### src/rtl/debug_snapshot_reader.sv
// -----------------------------------------------------------------------------
// debug_snapshot_reader
//
// Sweeps the 2-bit select of Debug_Interface through 0..3. Each select is held
// for HOLD_CYCLES settle cycles. The byte returned on din is then captured.
// The four bytes are packed into one 32-bit snapshot, {byte3, byte2, byte1,
// byte0}, which is offered to a downstream consumer on a valid/ready handshake.
// Every snapshot that is loaded carries an 8-bit sequence number. A completed
// sweep that cannot be loaded, because the consumer still holds the previous
// snapshot, is dropped and sets a sticky overrun flag.
//
// Parameters
//   HOLD_CYCLES : settle cycles after each dsel change (legal 1..15)
//
// Ports
//   clk        in   1  clock, rising edge
//   rst_n      in   1  asynchronous reset, active-low
//   start      in   1  request one sweep (looked at only while idle)
//   continuous in   1  at sweep completion, start the next sweep at once
//   din        in   8  byte from Debug_Interface.dout
//   dsel       out  2  select to Debug_Interface (registered)
//   busy       out  1  a sweep is in progress
//   snap_valid out  1  snapshot available
//   snap_ready in   1  consumer accepts the snapshot
//   snap_data  out 32  snapshot {byte3, byte2, byte1, byte0}
//   snap_seq   out  8  sequence number of the presented snapshot
//   overrun    out  1  sticky: a completed sweep was dropped
//   clear_ovr  in   1  clears overrun (a drop at the same edge wins)
// -----------------------------------------------------------------------------
module debug_snapshot_reader #(
  parameter int HOLD_CYCLES = 1
) (
  input  logic        clk,
  input  logic        rst_n,
  input  logic        start,
  input  logic        continuous,
  input  logic [7:0]  din,
  output logic [1:0]  dsel,
  output logic        busy,
  output logic        snap_valid,
  input  logic        snap_ready,
  output logic [31:0] snap_data,
  output logic [7:0]  snap_seq,
  output logic        overrun,
  input  logic        clear_ovr
);

  // Out-of-range settings are pulled into 1..15 so that the 4-bit settle
  // counter always reaches its terminal value.
  localparam int HOLD_EFF =
    (HOLD_CYCLES < 1)  ? 1  :
    (HOLD_CYCLES > 15) ? 15 : HOLD_CYCLES;
  localparam logic [3:0] CNT_LAST = 4'(HOLD_EFF - 1);

  typedef enum logic [1:0] {
    IDLE   = 2'd0,
    SETTLE = 2'd1,
    SAMPLE = 2'd2
  } state_t;

  state_t     state;
  logic [1:0] idx;
  logic [3:0] cnt;
  logic [7:0] shadow [4];

  logic xfer;       // consumer takes the presented snapshot at this edge
  logic load_ok;    // the snapshot register is free, or is freed at this edge
  logic last_byte;  // the current byte is byte3

  assign xfer      = snap_valid & snap_ready;
  assign load_ok   = ~snap_valid | snap_ready;
  assign last_byte = (idx == 2'd3);

  always_ff @(posedge clk or negedge rst_n) begin
    if (!rst_n) begin
      state      <= IDLE;
      idx        <= 2'd0;
      cnt        <= 4'd0;
      dsel       <= 2'd0;
      busy       <= 1'b0;
      snap_valid <= 1'b0;
      snap_data  <= 32'h0000_0000;
      snap_seq   <= 8'h00;
      overrun    <= 1'b0;
      for (int i = 0; i < 4; i++) begin
        shadow[i] <= 8'h00;
      end
    end else begin
      // Handshake and overrun clear first. The completion branch below
      // overrides them when it loads or drops at the same edge.
      if (xfer) begin
        snap_valid <= 1'b0;
      end
      if (clear_ovr) begin
        overrun <= 1'b0;
      end

      case (state)
        IDLE: begin
          if (start) begin
            idx   <= 2'd0;
            cnt   <= 4'd0;
            dsel  <= 2'd0;
            busy  <= 1'b1;
            state <= SETTLE;
          end
        end

        SETTLE: begin
          // dsel has been stable since the edge that entered SETTLE.
          // After HOLD_EFF full cycles the byte is sampled on the next edge.
          cnt <= cnt + 4'd1;
          if (cnt == CNT_LAST) begin
            state <= SAMPLE;
          end
        end

        SAMPLE: begin
          shadow[idx] <= din;
          if (!last_byte) begin
            idx   <= idx + 2'd1;
            dsel  <= idx + 2'd1;
            cnt   <= 4'd0;
            state <= SETTLE;
          end else begin
            // byte3 is taken directly from din. It is not written to the
            // shadow bytes first, so the snapshot can load on this edge.
            if (load_ok) begin
              snap_data  <= {din, shadow[2], shadow[1], shadow[0]};
              snap_valid <= 1'b1;
              snap_seq   <= snap_seq + 8'd1;
            end else begin
              overrun <= 1'b1;
            end
            idx <= 2'd0;
            cnt <= 4'd0;
            if (continuous) begin
              dsel  <= 2'd0;
              state <= SETTLE;
            end else begin
              busy  <= 1'b0;
              state <= IDLE;
            end
          end
        end

        default: begin
          state <= IDLE;
          busy  <= 1'b0;
        end
      endcase
    end
  end

endmodule

### config.mk
export PLATFORM = sky130hd
export DESIGN_NAME = debug_snapshot_reader
export DESIGN_NICKNAME = d
export VERILOG_FILES = /design/src/rtl/debug_snapshot_reader.sv
export SDC_FILE = /design/constraint.sdc
export NUM_CORES = 1
export LEC_CHECK = 0
export CORE_UTILIZATION = 52
export CTS_CLUSTER_SIZE = 16
export DETAILED_ROUTE_END_ITERATION = 12
export PLACE_DENSITY_LB_ADDON = 0.2
export REMOVE_ABC_BUFFERS = 1
export SYNTH_ARGS = -nofsm -noshare
export SYNTH_HDL_FRONTEND = slang
export SYNTH_SLANG_ARGS = --single-unit
export TNS_END_PERCENT = 5
### constraint.sdc
create_clock -name clk -period 2.13 [get_ports clk]
set_clock_uncertainty 0.05 [all_clocks]
set_input_delay 0.3195 -clock clk [delete_from_list [all_inputs] [get_ports clk]]
set_output_delay 0.3195 -clock clk [all_outputs]
set_load 0.01 [all_outputs]
==> metrics.txt <==
outcome=finished, final reports clean; total number of placement rows=28; standard cell core area=0.00599 mm²; first-pass GRT wire length=9.27 mm; first-pass iteration count of the detailed router=4; element type at the critical path start=input port; GRT Residual Overflow=0; path type of the worst setup path=in -> reg; RSZ-0062 raised after global routing=no; most frequent cells after synthesis=dfrtp_1 (77), mux2_1 (30), mux2_2 (29), ha_1 (8); Syn Area/Cell=15.1 µm²; portion of synthesized cell area occupied by the leading cell type=59.3%; clock-pin slew on the worst setup and hold paths=0.07 ns; detailed router's first-iteration violation count=65; antenna violation net count after detailed routing=0; number of pins exceeding their max-slew limit in the final report=0; Worst Tran Pin Value=0.887 ns; fraction of synthesis flops using an asynchronous set or reset pin=between 90% and 100%; HPWL after DPL=3.90 mm; most common cell in the netlist=dfrtp_1; crit share post-route=88.4%; library cell with the largest summed area after synthesis=dfrtp_1; Final setup viols=0; number of cells after detailed placement=about 350; cells taking the most area after synthesis=dfrtp_1 (59%), mux2_1 (10%), mux2_2 (10%); detailed-route wire length per cell=15.4 µm; largest net degree at the start of global routing=44; dominant synthesized flop cell=dfrtp_1; worst hold stages=1; initial cell density of the core=a little over half; total number of vias=1927; antenna violations before repair=0; number of inserted diodes=0; synthesized cell area=0.00325 mm²; final critical path time including I/O delays and setup=about 1.9 ns; final worst-path setup slack=roughly 0.25 ns; Arr. time, crit path=2.04 ns; Max Freq=531 MHz; Max clock buf depth=2; PwrDens=1150 mW/mm²; slew margin rel.=40.7%; vias per std cell=5.32; ports placed on the boundary=59; number of synthesized register bits=77; die footprint=0.00657 mm²; Clk Latency, worst-skew pair=around 0.33 ns; fraction of final layout cells sized beyond drive strength 1=between 20% and 30%; Post-synth EDFFs=0; required time of the critical path=roughly 2.3 ns; maximum vdd ir drop=726 µV; fin nets=305; number of distinct standard cells referenced by the synthesized netlist=39; count of final hold-check violations=0; share of the yosys chip area belonging to registers=about three fifths; Finished Layout Cells=between 300 and 400; DRC violations left=0; count of clock tree sinks=77; cell at the root of the clock tree=clkbuf_8; H-tree lvl count=3; CTS Buf Count=9; number of max-cap violations=0; filler instances=440; Area growth syn-to-layout=27.1%; overall fraction of global-route tracks in use=19.1%; synth warn=0; die height=between 80 and 90 µm; DP Worst Slack=-0.101 ns; hold crit path type=reg -> reg; Max Fanout on Critical Path=34; worst r2r path cells=5; overall die width=81.1 µm; placer congestion estimate=0.746; CTS tree=yes; Mapped Cells=roughly 220; Critical Path Sink Type=flip-flop; number of buffers inserted by port buffering=a little under 60; P_leak=1.82 nW; final wirelength=approximately 5.6 mm; via count of the first global-routing pass=roughly 1900
-- path summary, 6_finish.rpt --
| check | startpoint | to | slack (ns) |
|---|---|---|---|
| setup / recovery | snap_ready | snap_data[31] | 0.25 |
| hold / removal | snap_seq[7] | snap_seq[7] | 0.42 |
| setup reg to reg | idx[0] | snap_data[31] | 0.26 |
| hold reg to reg | snap_seq[7] | snap_seq[7] | 0.42 |
| max in group asynchronous | rst_n | idx[0] | 1.01 |
| min in group asynchronous | rst_n | snap_seq[7] | 0.48 |
-- timing repair --
item	4_1_cts	5_1_grt
gates resized for setup	0	0
endpoints found under the hold margin	41	0
setup buffers	0	0
hold buffers	1	0
-- where the power goes --
group	internal, mW	leakage [nW]	switching [mW]	total, mW
clock	0.595	0.101	0.499	1.09
combinational	0.873	0.806	0.526	1.40
sequential	1.95	0.913	0.321	2.27
-- placed cells by master (no fill, tap or decap), types with 4 or more instances in the layout --
cell type / synthesis / layout
dfrtp_1: 77 / 77
clkdlybuf4s50_1: 0 / 57
mux2_1: 30 / 30
mux2_2: 29 / 29
clkbuf_8: 0 / 11
ha_1: 8 / 8
inv_1: 7 / 7
xor2_1: 7 / 7
nand2_1: 5 / 5
nor2b_1: 4 / 4
-- cell families (layout without fill, tap and decap cells) --
logic type,count (synthesis),in the layout,share of synthesized area [%]
AOI/OAI and AO/OA,15,15,3.31
xor gates and xnor gates,7,7,1.89
adders and majority gates,8,8,3.08
buffers and inverters,14,86,2.66
DFF,77,77,59.3
muxes,61,61,21.4
and+or+nand+nor,33,33,8.43
-- registers in the layout, indices dropped and copies added, names as in the netlist --
name,cells
overrun,1
state,2
snap_data,32
snap_valid,1
idx,2
cnt,4
busy,1
dsel,2
snap_seq,8
shadow,24
-- per-stage QoR --
stage	TNS (ns)	hold slack [ns]	cell area, µm²	utilization (%)	power, mW
after global placement	-1.67	0.294	3920	65.5	3.64
after global routing	0	0.457	4130	68.9	5.06
final	0	0.419	4130	68.9	4.77
after detailed placement	-2.57	0.301	3920	65.5	3.72
after floorplan	0	-0.0261	3190	-	3.03
after CTS	0	0.429	4130	68.9	4.82
-- layout make-up --
cell class	instances	area (µm²)	share of cell area [%]
Clock buffer	11	151	3.67
Inverter	8	30.0	0.727
Timing Repair Buffer	63	643	15.6
Multi-Input combinational cell	124	1240	30.0
Tap cell	75	93.8	2.27
Clock inverter	4	47.5	1.15
Sequential cell	77	1930	46.7
-- per-layer routing --
layer  share of wire [%]  global-route usage (%)  vias up
li1                    -                       -      894
met3                 3.1                    3.48        8
met2                  48                    29.1       38
met1                  47                    26.8      987
met5                   0                       0        -
met4                 1.3                    8.57        0
-- critical path: stages --
cell             delay (ns)
clkdlybuf4s50_1        0.41
nor2b_1                0.69
nor2_8                 0.06
buf_12                 0.20
mux2_1                 0.34
(Power assumes the default switching activity.)
